===== config.mk =====
export PLATFORM = sky130hd
export DESIGN_NAME = nmi_bus_guard_flat
export DESIGN_NICKNAME = d
export VERILOG_FILES = /design/src/rtl/nmi_guard_pkg.sv /design/src/rtl/nmi_if.sv /design/src/rtl/nmi_bus_guard_irq_cond.sv /design/src/rtl/nmi_bus_guard.sv /design/src/flat_wrapper.sv
export SDC_FILE = /design/constraint.sdc
export NUM_CORES = 1
export LEC_CHECK = 0
export CAP_MARGIN = 10
export CORE_ASPECT_RATIO = 0.7
export CORE_UTILIZATION = 46
export DETAILED_ROUTE_END_ITERATION = 8
export HOLD_SLACK_MARGIN = 0.08
export PLACE_DENSITY = 0.95
export SLEW_MARGIN = 20
export SYNTH_ARGS = -nofsm -noshare
export SYNTH_HDL_FRONTEND = slang
export SYNTH_SLANG_ARGS = --single-unit

===== constraint.sdc =====
create_clock -name clk_i -period 10.5 [get_ports clk_i]
set_input_delay 2.1 -clock clk_i [delete_from_list [all_inputs] [get_ports clk_i]]
set_output_delay 2.1 -clock clk_i [all_outputs]
set_load 0.1 [all_outputs]

===== src/rtl/nmi_guard_pkg.sv =====
// nmi_guard_pkg
// Shared types and helpers for the NMI bus guard.
//   guard_state_e     : request FSM states (IDLE, REQ, RESP)
//   DEFAULT_ERR_RDATA : read data handed back to the core when a transfer times out
//   cnt_width()       : width of the watchdog counter for a given timeout
package nmi_guard_pkg;

    typedef enum logic [1:0] {IDLE, REQ, RESP} guard_state_e;

    localparam logic [31:0] DEFAULT_ERR_RDATA = 32'hDEAD_BEEF;

    // A disabled watchdog (timeout 0) would give a zero-width counter,
    // so the width is clamped to at least one bit.
    function automatic int cnt_width(input int cyc);
        int w;
        w = $clog2(cyc + 1);
        return (w < 1) ? 1 : w;
    endfunction

endpackage


===== src/rtl/nmi_if.sv =====
// nmi_if
// Native memory interface bundle (PicoRV32-style).
//   valid/addr/wdata/wstrb : request, driven by the master
//   ready/rdata            : response, driven by the slave
// A non-zero wstrb marks a write, zero marks a read.
interface nmi_if;
    logic        valid;
    logic        ready;
    logic [31:0] addr;
    logic [31:0] wdata;
    logic [3:0]  wstrb;
    logic [31:0] rdata;

    modport master (output valid, addr, wdata, wstrb, input  ready, rdata);
    modport slave  (input  valid, addr, wdata, wstrb, output ready, rdata);
endinterface


===== src/rtl/nmi_bus_guard_irq_cond.sv =====
// irq_cond
// Interrupt conditioning: a two-flop synchroniser per line, followed by
// either a registered level pass-through or a rising-edge pending latch.
// Ports:
//   clk, rst : clock and asynchronous active-high reset
//   raw      : asynchronous interrupt sources
//   clr      : one-cycle clear pulses (edge lines only)
//   lines    : registered conditioned interrupt lines
module irq_cond #(
    parameter int                 NUM_IRQ       = 16,
    parameter logic [NUM_IRQ-1:0] IRQ_EDGE_MASK = '0
) (
    input  logic               clk,
    input  logic               rst,
    input  logic [NUM_IRQ-1:0] raw,
    input  logic [NUM_IRQ-1:0] clr,
    output logic [NUM_IRQ-1:0] lines
);

    logic [NUM_IRQ-1:0] sync0;
    logic [NUM_IRQ-1:0] sync1;
    logic [NUM_IRQ-1:0] prev;
    logic [NUM_IRQ-1:0] rise;
    logic [NUM_IRQ-1:0] edge_next;
    logic [NUM_IRQ-1:0] line_next;

    // Edge lines: a new rising edge beats a coincident clear.
    // Level lines simply follow the synchronised input one cycle later.
    always_comb begin
        rise      = sync1 & ~prev;
        edge_next = rise | (lines & ~clr);
        line_next = (IRQ_EDGE_MASK & edge_next) | (~IRQ_EDGE_MASK & sync1);
    end

    always_ff @(posedge clk or posedge rst) begin
        if (rst) begin
            sync0 <= '0;
            sync1 <= '0;
            prev  <= '0;
            lines <= '0;
        end else begin
            sync0 <= raw;
            sync1 <= sync0;
            prev  <= sync1;
            lines <= line_next;
        end
    end

endmodule


===== src/rtl/nmi_bus_guard.sv =====
// nmi_bus_guard
// Registered request stage plus bus-timeout watchdog between the management
// core's native memory port and the SoC fabric, and IRQ conditioning for
// the core's 32-bit irq input.
// Ports:
//   clk_i, rst_i  : clock, asynchronous active-high reset
//   core_nmi      : slave port facing the core
//   soc_nmi       : registered master port facing the fabric
//   irq_raw_i     : asynchronous interrupt sources
//   irq_clr_i     : clear pulses for edge-latched pending bits
//   irq_o         : conditioned IRQ vector (bits >= NUM_IRQ are 0)
//   err_o         : sticky timeout flag
//   err_addr_o    : address of the first timed-out transfer since last clear
//   err_clr_i     : clears err_o and re-arms err_addr_o capture
// Optional: define NMI_GUARD_STAT_EN to add stat_xfer_o (completed transfers)
// and stat_tmo_o (timeouts), both saturating and cleared by err_clr_i.
module nmi_bus_guard
    import nmi_guard_pkg::*;
#(
    parameter int                 TIMEOUT_CYC   = 1024,
    parameter logic [31:0]        ERR_RDATA     = DEFAULT_ERR_RDATA,
    parameter int                 NUM_IRQ       = 16,
    parameter logic [NUM_IRQ-1:0] IRQ_EDGE_MASK = '0
) (
    input  logic               clk_i,
    input  logic               rst_i,
    nmi_if.slave               core_nmi,
    nmi_if.master              soc_nmi,
    input  logic [NUM_IRQ-1:0] irq_raw_i,
    input  logic [NUM_IRQ-1:0] irq_clr_i,
    output logic [31:0]        irq_o,
    output logic               err_o,
    input  logic               err_clr_i,
    output logic [31:0]        err_addr_o
`ifdef NMI_GUARD_STAT_EN
    ,
    output logic [31:0]        stat_xfer_o,
    output logic [15:0]        stat_tmo_o
`endif
);

    localparam int CNT_W = cnt_width(TIMEOUT_CYC);
    localparam logic [CNT_W-1:0] CNT_LAST = CNT_W'((TIMEOUT_CYC == 0) ? 0 : TIMEOUT_CYC - 1);

    guard_state_e       state;
    logic               soc_valid;
    logic               core_ready;
    logic [31:0]        rdata_q;
    logic [31:0]        addr_q;
    logic [31:0]        wdata_q;
    logic [3:0]         wstrb_q;
    logic [CNT_W-1:0]   cnt;
    logic               tmo_hit;
    logic [NUM_IRQ-1:0] irq_lines;

    // The fabric only ever sees the request registers, never the core's
    // combinational outputs, so core-to-fabric timing paths are cut.
    assign soc_nmi.valid  = soc_valid;
    assign soc_nmi.addr   = addr_q;
    assign soc_nmi.wdata  = wdata_q;
    assign soc_nmi.wstrb  = wstrb_q;
    assign core_nmi.ready = core_ready;
    assign core_nmi.rdata = rdata_q;

    // Fabric ready takes priority over an expiring watchdog in the same cycle.
    assign tmo_hit = (state == REQ) && !soc_nmi.ready && (TIMEOUT_CYC != 0) && (cnt == CNT_LAST);

    // Request FSM: capture in IDLE, wait for the fabric (or the watchdog) in
    // REQ, hand the response to the core for exactly one cycle in RESP.
    always_ff @(posedge clk_i or posedge rst_i) begin
        if (rst_i) begin
            state      <= IDLE;
            soc_valid  <= 1'b0;
            core_ready <= 1'b0;
            rdata_q    <= '0;
            addr_q     <= '0;
            wdata_q    <= '0;
            wstrb_q    <= '0;
            cnt        <= '0;
        end else begin
            case (state)
                IDLE: begin
                    if (core_nmi.valid) begin
                        addr_q    <= core_nmi.addr;
                        wdata_q   <= core_nmi.wdata;
                        wstrb_q   <= core_nmi.wstrb;
                        cnt       <= '0;
                        soc_valid <= 1'b1;
                        state     <= REQ;
                    end
                end
                REQ: begin
                    if (soc_nmi.ready) begin
                        rdata_q    <= soc_nmi.rdata;
                        soc_valid  <= 1'b0;
                        core_ready <= 1'b1;
                        state      <= RESP;
                    end else if (tmo_hit) begin
                        rdata_q    <= ERR_RDATA;
                        soc_valid  <= 1'b0;
                        core_ready <= 1'b1;
                        state      <= RESP;
                    end else if (TIMEOUT_CYC != 0) begin
                        cnt <= cnt + CNT_W'(1);
                    end
                end
                RESP: begin
                    core_ready <= 1'b0;
                    state      <= IDLE;
                end
                default: begin
                    state <= IDLE;
                end
            endcase
        end
    end

    // Sticky error flag. A timeout beats a coincident clear, and the address
    // is captured only when the flag is (or is being) cleared: first fault wins.
    always_ff @(posedge clk_i or posedge rst_i) begin
        if (rst_i) begin
            err_o      <= 1'b0;
            err_addr_o <= '0;
        end else begin
            if (tmo_hit) begin
                err_o <= 1'b1;
                if (!err_o || err_clr_i) begin
                    err_addr_o <= addr_q;
                end
            end else if (err_clr_i) begin
                err_o <= 1'b0;
            end
        end
    end

`ifdef NMI_GUARD_STAT_EN
    // Saturating statistics; an increment beats a coincident clear.
    always_ff @(posedge clk_i or posedge rst_i) begin
        if (rst_i) begin
            stat_xfer_o <= '0;
            stat_tmo_o  <= '0;
        end else begin
            if (state == RESP) begin
                if (stat_xfer_o != '1) begin
                    stat_xfer_o <= stat_xfer_o + 32'd1;
                end
            end else if (err_clr_i) begin
                stat_xfer_o <= '0;
            end
            if (tmo_hit) begin
                if (stat_tmo_o != '1) begin
                    stat_tmo_o <= stat_tmo_o + 16'd1;
                end
            end else if (err_clr_i) begin
                stat_tmo_o <= '0;
            end
        end
    end
`endif

    irq_cond #(
        .NUM_IRQ       (NUM_IRQ),
        .IRQ_EDGE_MASK (IRQ_EDGE_MASK)
    ) u_irq_cond (
        .clk   (clk_i),
        .rst   (rst_i),
        .raw   (irq_raw_i),
        .clr   (irq_clr_i),
        .lines (irq_lines)
    );

    // Lines above NUM_IRQ are tied low.
    always_comb begin
        irq_o              = '0;
        irq_o[NUM_IRQ-1:0] = irq_lines;
    end

endmodule

===== src/flat_wrapper.sv =====
// flat-port wrapper written by rule: the top's interface ports become plain ports
module nmi_bus_guard_flat import nmi_guard_pkg::*;
#(
    parameter int                 TIMEOUT_CYC   = 1024,
    parameter logic [31:0]        ERR_RDATA     = DEFAULT_ERR_RDATA,
    parameter int                 NUM_IRQ       = 16,
    parameter logic [NUM_IRQ-1:0] IRQ_EDGE_MASK = '0
)
  (clk_i, rst_i, irq_raw_i, irq_clr_i, irq_o, err_o, err_clr_i, err_addr_o, core_nmi_valid, core_nmi_addr, core_nmi_wdata, core_nmi_wstrb, core_nmi_ready, core_nmi_rdata, soc_nmi_valid, soc_nmi_addr, soc_nmi_wdata, soc_nmi_wstrb, soc_nmi_ready, soc_nmi_rdata);
  nmi_if core_nmi_i ();
  nmi_if soc_nmi_i ();
  input  logic clk_i;
  input  logic rst_i;
  input  logic [NUM_IRQ-1:0] irq_raw_i;
  input  logic [NUM_IRQ-1:0] irq_clr_i;
  output logic [31:0] irq_o;
  output logic err_o;
  input  logic err_clr_i;
  output logic [31:0] err_addr_o;
  input wire logic [$bits(core_nmi_i.valid)-1:0] core_nmi_valid;
  input wire logic [$bits(core_nmi_i.addr)-1:0] core_nmi_addr;
  input wire logic [$bits(core_nmi_i.wdata)-1:0] core_nmi_wdata;
  input wire logic [$bits(core_nmi_i.wstrb)-1:0] core_nmi_wstrb;
  output wire logic [$bits(core_nmi_i.ready)-1:0] core_nmi_ready;
  output wire logic [$bits(core_nmi_i.rdata)-1:0] core_nmi_rdata;
  output wire logic [$bits(soc_nmi_i.valid)-1:0] soc_nmi_valid;
  output wire logic [$bits(soc_nmi_i.addr)-1:0] soc_nmi_addr;
  output wire logic [$bits(soc_nmi_i.wdata)-1:0] soc_nmi_wdata;
  output wire logic [$bits(soc_nmi_i.wstrb)-1:0] soc_nmi_wstrb;
  input wire logic [$bits(soc_nmi_i.ready)-1:0] soc_nmi_ready;
  input wire logic [$bits(soc_nmi_i.rdata)-1:0] soc_nmi_rdata;
  assign core_nmi_i.valid = core_nmi_valid;
  assign core_nmi_i.addr = core_nmi_addr;
  assign core_nmi_i.wdata = core_nmi_wdata;
  assign core_nmi_i.wstrb = core_nmi_wstrb;
  assign core_nmi_ready = core_nmi_i.ready;
  assign core_nmi_rdata = core_nmi_i.rdata;
  assign soc_nmi_valid = soc_nmi_i.valid;
  assign soc_nmi_addr = soc_nmi_i.addr;
  assign soc_nmi_wdata = soc_nmi_i.wdata;
  assign soc_nmi_wstrb = soc_nmi_i.wstrb;
  assign soc_nmi_i.ready = soc_nmi_ready;
  assign soc_nmi_i.rdata = soc_nmi_rdata;
  nmi_bus_guard #(.TIMEOUT_CYC(TIMEOUT_CYC), .ERR_RDATA(ERR_RDATA), .NUM_IRQ(NUM_IRQ), .IRQ_EDGE_MASK(IRQ_EDGE_MASK)) u_core (.clk_i(clk_i), .rst_i(rst_i), .core_nmi(core_nmi_i), .soc_nmi(soc_nmi_i), .irq_raw_i(irq_raw_i), .irq_clr_i(irq_clr_i), .irq_o(irq_o), .err_o(err_o), .err_clr_i(err_clr_i), .err_addr_o(err_addr_o));
endmodule

==> impl_metrics.tcl, run 1 <==
set metrics [dict create \
    num_rows 37 \
    wl_um 16600 \
    final_cell_mix "clkdlybuf4s50_1, dfrtp_1, mux2_2, o22a_1, clkbuf_16" \
    cap_violations 0 \
    drive_gt1_share_pct 19.6 \
    max_clock_freq_ghz 0.245 \
    routed-via-count 4683 \
    synthCells 453 \
    min_path_type "flip-flop to flip-flop" \
    synthDistinctLibCells 45 \
    multiInputGateArea_um2 2040 \
    ys_ff_latch 196 \
    vias_per_cell 5.02 \
    clock_sinks 196 \
    grt_pass1_wl_um 25700 \
    die_h_um 106 \
    path_class "flip-flop to output port" \
    root_buffer "clkbuf_16" \
    critPathTopFamily "buffers and inverters" \
    worst_slew_pin_slew_ns 1.02 \
    drc 0 \
    fill_cells 1020 \
    diodes 0 \
    hold_buffers 0 \
    fin_crit_ns 4.09 \
    ant_nets 0 \
    die_w_um 151 \
    antenna_found_initial 0 \
    numPortBuffers 271 \
    hpwlAfterDp_um 11900 \
    min_period_over_period_pct 39.0 \
    drt_iter0_markers 319 \
    hold_violations 0 \
    post-cts-setup-buffers 0 \
    dr.pass1.iters 4 \
    cts_tree "done" \
    io_pins 304 \
    crit_slowest_cell "clkdlybuf4s50_1" \
    fin_skew_ns 0.0108 \
    layout.nets 867 \
    max_slew_margin_pct 32.1 \
    critical_path_buf_inv_count 1 \
    drv_slew 0 \
    crit_path_end_kind "output port" \
    seq_area_um2 4900 \
    place_congestion 0.853 \
    cts_made_buffers 17 \
    route.detailed.wl_per_inst_um 17.8 \
    grt_max_degree 112 \
    syn_area_per_cell_um2 15.8 \
    cp_slowest_stage_delay_ns 1.16 \
    yosys_warnings 0 \
    status "complete, no violations" \
    post_cts_resized 0 \
    tns_ns 0 \
    final_common_cell "clkdlybuf4s50_1" \
    start_util_pct 47.9 \
    crit_chain "clkdlybuf4s50_1" \
    critPathMaxFanout 3 \
    coreArea_um2 14900 \
    critPathArrivalTime_ns 1.99 \
    seq_area_frac_synth_pct 68.7 \
    setup_viol 0 \
    start_kind "flip-flop" \
    dieArea_um2 16000 \
    htreeDepth 4 \
    grt.total_usage_pct 21.3 \
    clk_pin_slew_ns 0.08 \
    clockBufferDepth 2 \
    syn2layout_area_growth_pct 48.0 \
    rsz0062_at_grt "false" \
    grt_pass1_vias 4871 \
    clk_latency_ns 0.43 \
    netlist_area_um2 7140 \
    grt_remaining_overflow 0 \
    worstPathRequired_ns 8.40 \
]
==> cell usage after synthesis (all sizes together) <==
| library cell | n | area, um2 |
|---|---|---|
| mux2 | 101 | 1140 |
| o31ai | 4 | 30.0 |
| and2 | 1 | 6.26 |
| or3 | 3 | 23.8 |
| and3 | 2 | 12.5 |
| o22ai | 1 | 6.26 |
| nand2b | 3 | 26.3 |
| ha | 5 | 62.6 |
| mux2i | 1 | 10.0 |
| o211ai | 1 | 7.51 |
| and4 | 1 | 8.76 |
| nor4 | 2 | 33.8 |
| nor3 | 2 | 10.0 |
| or2 | 1 | 6.26 |
| inv | 7 | 26.3 |
| conb | 1 | 3.75 |
| o21a | 1 | 7.51 |
| nor2b | 3 | 18.8 |
| nand2 | 6 | 22.5 |
| nor2 | 6 | 25.0 |
| a31oi | 9 | 56.3 |
| nand3 | 4 | 25.0 |
| nand4b | 1 | 8.76 |
| o21ai | 7 | 35.0 |
| a22o | 8 | 70.1 |
| o22a | 25 | 219 |
| a21oi | 6 | 30.0 |
| nand3b | 2 | 15.0 |
| o311ai | 1 | 8.76 |
| dfrtp | 196 | 4900 |
| a21boi | 2 | 26.3 |
| nand4 | 4 | 25.0 |
| buf | 31 | 210 |
| clkbuf | 5 | 18.8 |
==> sequential cells by signal (all words and copies together), names as in the netlist, 2 cells and up <==
| name | cells |
|---|---|
| u_core.soc_nmi.wstrb | 4 |
| u_core.soc_nmi.addr | 32 |
| u_core.u_irq_cond.line_next | 16 |
| u_core.core_nmi.rdata | 32 |
| u_core.err_addr_o | 32 |
| u_core.u_irq_cond.lines | 16 |
| u_core.cnt | 11 |
| u_core.soc_nmi.wdata | 32 |
| u_core.u_irq_cond.sync0 | 16 |
| u_core.state | 2 |
==> cells by family after synthesis <==
family                     share of synthesized area [%]
and+or+nand+nor                                     3.75
adders and majority gates                          0.876
buffers and inverters                               3.58
muxes                                               16.1
DFF                                                 68.7
AOI/OAI and AO/OA                                   6.96
other                                             0.0525
==> stage by stage <==
stage	area [um2]	setup slack (ns)	hold slack [ns]	utilization [%]	std cells
2_1_floorplan	7190	3.06	0.331	-	468
3_3_place_gp	9950	6.10	0.332	66.8	901
3_5_place_dp	9950	6.07	0.337	66.8	901
4_1_cts	10600	6.39	0.351	70.8	933
5_1_grt	10600	6.36	0.357	70.9	933
6_report	10600	6.41	0.348	70.9	933
==> worst register-to-register path: cells and delay by family, from the launching register on <==
| family | cells | cell delay, ns |
|---|---|---|
| multiplexers | 1 | 0.42 |
| adder cells (fa/ha/maj) | 1 | 0.64 |
| AND/OR/NAND/NOR | 3 | 0.75 |
| flip-flops | 1 | 0.40 |
| buffers and inverters | 2 | 0.56 |
==> routing by layer <==
layer  vias to the layer above  global-route usage [%]  part of all wire [%]
li1                       2132                       -                     -
met1                      2338                    26.2                    40
met2                       191                    36.5                    51
met3                        22                    5.54                   7.1
met4                         0                    7.14                   1.5
met5                         -                       0                     0
==> path summary, 6_finish.rpt <==
path                            slack, ns  cells after the start                           start                         end
min in group asynchronous            2.18                      2                           rst_i  u_core.u_irq_cond.sync0[0]
worst max register to register       7.62                      7                 u_core.state[1]       u_core.err_addr_o[11]
max in group asynchronous            7.01                      3                           rst_i               u_core.cnt[3]
worst max-delay path                 6.41                      1         u_core.soc_nmi.addr[11]            soc_nmi_addr[11]
worst min register to register       0.35                      0  u_core.u_irq_cond.line_next[1]  u_core.u_irq_cond.lines[1]
worst min-delay path                 0.35                      0  u_core.u_irq_cond.line_next[1]  u_core.u_irq_cond.lines[1]
==> layout make-up <==
class | count | share of cell area (%)
well taps | 195 | 2.31
clock inverters | 14 | 1.56
inverters | 7 | 0.320
clock buffers | 18 | 4.16
flip-flops and latches | 196 | 46.4
multi-input cells | 229 | 19.3
repair buffers | 274 | 25.9
Power of run 1 is not shown: default switching activity piles up to over one toggle a cycle in this logic, so the estimate is an artifact.
==> run 2, diff against run 1 <==
CORE_UTILIZATION = 38   (was 46)
PLACE_DENSITY = 0.88   (was 0.95)
clock period = 3.49 ns   (was 10.5 ns; I/O delays follow)
==> impl_metrics.tcl, run 2 (same netlist as run 1, synthesis figures left out) <==
set metrics [dict create \
    status "finished, violations left" \
    violations "DRC" \
    grt.total_usage_pct 17.7 \
    grt_remaining_overflow 0 \
    grt_max_degree 69 \
    post_cts_resized 0 \
    dieArea_um2 19300 \
    critPathTopFamily "buffers and inverters" \
    fin_util_pct 58.8 \
    io_pins 304 \
    cap_violations 0 \
    fin_crit_ns 2.72 \
    placed_cells 947 \
    rsz0062_at_grt "false" \
    fin_skew_ns 0.0166 \
    diodes 0 \
    route.detailed.wl_per_inst_um 17.3 \
    max_slew_margin_pct 32.0 \
    tns_ns 0 \
    fin_area_um2 10700 \
    min_path_type "flip-flop to flip-flop" \
    drv_slew 0 \
    clockBufferDepth 2 \
    min_path_cells 0 \
    setup_viol 0 \
    grt_pass1_wl_um 26100 \
    hold_buffers 0 \
    drt_iter0_markers 223 \
    min_from "u_core.u_irq_cond.sync0[8]" \
    wl_um 17000 \
    syn2layout_area_growth_pct 49.9 \
    drive_gt1_share_pct 22.1 \
    clock_sinks 196 \
    min_period_over_period_pct 77.8 \
    ant_nets 0 \
    timing.rr.end "u_core.core_nmi.rdata[10]" \
    numPortBuffers 271 \
    critPathArrivalTime_ns 2.02 \
    antenna_found_initial 0 \
    die_w_um 166 \
    crit_slowest_cell "clkdlybuf4s50_1" \
    place_congestion 0.830 \
    reg2reg_depth 5 \
    cts_tree "done" \
    max_clock_freq_ghz 0.368 \
    start_kind "flip-flop" \
    hold_violations 0 \
    num_rows 41 \
    final_common_cell "clkdlybuf4s50_1" \
    worstPathRequired_ns 2.79 \
    worst_slew_pin_slew_ns 1.02 \
    path_class "flip-flop to output port" \
    final_cell_mix "clkdlybuf4s50_1, dfrtp_1, mux2_2, o22a_1, buf_4" \
    crit_path_end_kind "output port" \
    final_cell_count_no_fill 979 \
    critical_path_buf_inv_count 1 \
    post-cts-setup-buffers 0 \
    clk_pin_slew_ns 0.09 \
    drc 11 \
    hpwlAfterDp_um 12200 \
    routed-via-count 4684 \
    place_area_um2 10000 \
    critPathMaxFanout 3 \
    cp_slowest_stage_delay_ns 1.16 \
    htreeDepth 4 \
    start_util_pct 39.2 \
    root_buffer "clkbuf_16" \
    r2r_start "u_core.cnt[0]" \
    die_h_um 117 \
    crit_chain "clkdlybuf4s50_1" \
    rrSetupSlack_ns 1.00 \
    layout.nets 872 \
    vias_per_cell 4.78 \
    grt_pass1_vias 4800 \
    cts_made_buffers 17 \
    dr.pass1.iters 7 \
    clk_latency_ns 0.43 \
    coreArea_um2 18200 \
    worstHoldEndpoint "u_core.u_irq_cond.line_next[8]" \
]
run 2: changes by cell type in the layout (fill, tap and decap cells not counted), sizes merged:
cell           previous run  this run
bufinv                    2         1
clkinv                    3         5
inv                      13        15
buf                       3        22
clkinvlp                  3         1
clkdlybuf4s50           271       257
clkbuf                   18        17
run 2: stage by stage:
step                      hold slack [ns]  worst slack, ns
after floorplan                     0.331            0.260
after global placement              0.332            0.538
after global routing                0.355            0.713
after CTS                           0.353            0.755
final                               0.351            0.774
after detailed placement            0.335            0.472
run 2: how the worst max path moves through the flow:
stage / startpoint / endpoint / slack (ns) / cells past startpoint
2_1_floorplan: rst_i / u_core.cnt[0] / 0.26 / 1
3_3_place_gp: soc_nmi_ready / u_core.err_addr_o[15] / 0.54 / 6
3_5_place_dp: soc_nmi_ready / u_core.err_addr_o[12] / 0.47 / 6
4_1_cts: u_core.soc_nmi.addr[8] / soc_nmi_addr[8] / 0.76 / 1
5_1_grt: u_core.soc_nmi.addr[8] / soc_nmi_addr[8] / 0.71 / 1
6_report: u_core.soc_nmi.addr[8] / soc_nmi_addr[8] / 0.77 / 1
run 2: metal layers:
layer	up-vias	global-route usage (%)	share of wire, %
met1	2341	22.0	42
met2	185	27.9	48
met4	0	7.17	1.9
met5	-	0	0
met3	28	7.35	8.2
li1	2130	-	-
run 2: layout make-up:
cell class	count	area, um2
fill	1410	7510
clock inverter	15	235
timing repair buffer	279	2780
inverter	7	30.0
clock buffer	17	425
sequential	196	4900
multi-input combinational	229	2040
tap	236	295
Power of run 2 is left out for the same reason.
==> run 3, diff against run 2 <==
CORE_UTILIZATION = 42   (was 38)
PLACE_DENSITY = 0.91   (was 0.88)
clock period = 2.7 ns   (was 3.49 ns; I/O delays follow)
==> impl_metrics.tcl, run 3 (same netlist as run 1, synthesis figures left out) <==
set metrics [dict create \
    status "complete, no violations" \
    die_w_um 158 \
    place_congestion 0.829 \
    io_pins 304 \
    layout.nets 881 \
    rrSetupSlack_ns 0.45 \
    fin_crit_ns 2.25 \
    drive_gt1_share_pct 41.1 \
    coreArea_um2 16400 \
    tns_ns 0 \
    crit_chain "ha_1, nand3_2, or3_1, a21boi_4, buf_4, o22a_1" \
    r2r_start "u_core.cnt[0]" \
    place_area_um2 9830 \
    clockBufferDepth 2 \
    root_buffer "clkbuf_16" \
    grt.total_usage_pct 20.5 \
    critPathArrivalTime_ns 2.61 \
    fill_cells 1211 \
    worstHoldEndpoint "u_core.u_irq_cond.line_next[8]" \
    clk_latency_ns 0.43 \
    fin_util_pct 63.4 \
    final_cell_count_no_fill 977 \
    critical_path_buf_inv_count 1 \
    syn2layout_area_growth_pct 46.1 \
    critPathTopFamily "simple AND/OR/NAND/NOR gates" \
    cap_violations 0 \
    final_cell_mix "dfrtp_1, buf_4, clkdlybuf4s50_1, mux2_2, o22a_1" \
    worst_slew_pin_slew_ns 0.944 \
    route.detailed.wl_per_inst_um 17.7 \
    fin_area_um2 10400 \
    fin_skew_ns 0.0126 \
    timing.rr.end "u_core.core_nmi.rdata[19]" \
    numPortBuffers 271 \
    routed-via-count 4798 \
    ant_nets 0 \
    crit_path_end_kind "flip-flop" \
    final_common_cell "dfrtp_1" \
    grt_remaining_overflow 0 \
    path_class "flip-flop to flip-flop" \
    diodes 0 \
    start_util_pct 43.4 \
    cp_slowest_stage_delay_ns 0.59 \
    cts_made_buffers 17 \
    num_rows 39 \
    cts_tree "done" \
    antenna_found_initial 0 \
    worstPathRequired_ns 3.06 \
    min_path_cells 0 \
    reg2reg_depth 6 \
    min_period_over_period_pct 83.5 \
    wl_um 17200 \
    critPathMaxFanout 24 \
    vias_per_cell 4.91 \
    drt_iter0_markers 312 \
    hold_violations 0 \
    dieArea_um2 17500 \
    dr.pass1.iters 4 \
    max_slew_margin_pct 36.9 \
    hpwlAfterDp_um 12600 \
    placed_cells 945 \
    min_from "u_core.u_irq_cond.sync0[8]" \
    grt_pass1_wl_um 27300 \
    start_kind "flip-flop" \
    grt_max_degree 42 \
    hold_buffers 0 \
    clk_pin_slew_ns 0.08 \
    clock_sinks 196 \
    max_clock_freq_ghz 0.444 \
    min_path_type "flip-flop to flip-flop" \
    die_h_um 111 \
    grt_pass1_vias 5134 \
    htreeDepth 4 \
    post-cts-setup-buffers 0 \
    crit_cells 6 \
    crit_slowest_cell "or3_1" \
    drc 0 \
    setup_viol 0 \
    drv_slew 0 \
    rsz0062_at_grt "false" \
    post_cts_resized 0 \
]
## run 3: changes by cell type in the layout (fill, tap and decap cells not counted), moves of 5 or more
| cell | before | now |
|---|---|---|
| inv_8 | 0 | 5 |
| inv_12 | 6 | 0 |
| clkdlybuf4s50_1 | 257 | 120 |
| buf_4 | 19 | 159 |
| buf_12 | 3 | 9 |
## run 3: metrics by stage
| step | hold WS, ns | worst slack (ns) |
|---|---|---|
| floorplan | 0.331 | -0.372 |
| finish | 0.350 | 0.446 |
| CTS | 0.353 | 0.430 |
| detailed placement | 0.335 | 0.117 |
| global placement | 0.331 | 0.156 |
| global route | 0.356 | 0.306 |
## run 3: worst max path at each step
stage | end | start | slack, ns
floorplan | u_core.cnt[0] | rst_i | -0.37
global placement | u_core.err_addr_o[16] | soc_nmi_ready | 0.16
detailed placement | u_core.err_addr_o[15] | soc_nmi_ready | 0.12
CTS | u_core.err_addr_o[1] | u_core.state[1] | 0.43
global route | u_core.core_nmi.rdata[27] | u_core.cnt[0] | 0.31
finish | u_core.core_nmi.rdata[19] | u_core.cnt[0] | 0.45
## run 3: area by class of cell
| type | count | area [um2] | area share, % |
|---|---|---|---|
| clock buffers | 19 | 443 | 4.25 |
| clock inverters | 13 | 153 | 1.46 |
| inverters | 7 | 30.0 | 0.288 |
| multi-input cells | 229 | 2040 | 19.6 |
| flip-flops and latches | 196 | 4900 | 47.0 |
| well taps | 225 | 282 | 2.70 |
| repair buffers | 288 | 2570 | 24.7 |
## run 3: per-layer routing
| layer | vias up | track usage (%) | part of all wire, % |
|---|---|---|---|
| met3 | 19 | 5.47 | 7.0 |
| met4 | 0 | 6.21 | 1.1 |
| li1 | 2161 | - | - |
| met5 | - | 0 | 0 |
| met2 | 186 | 34.8 | 50 |
| met1 | 2432 | 25.4 | 41 |
Power of run 3 is left out for the same reason.
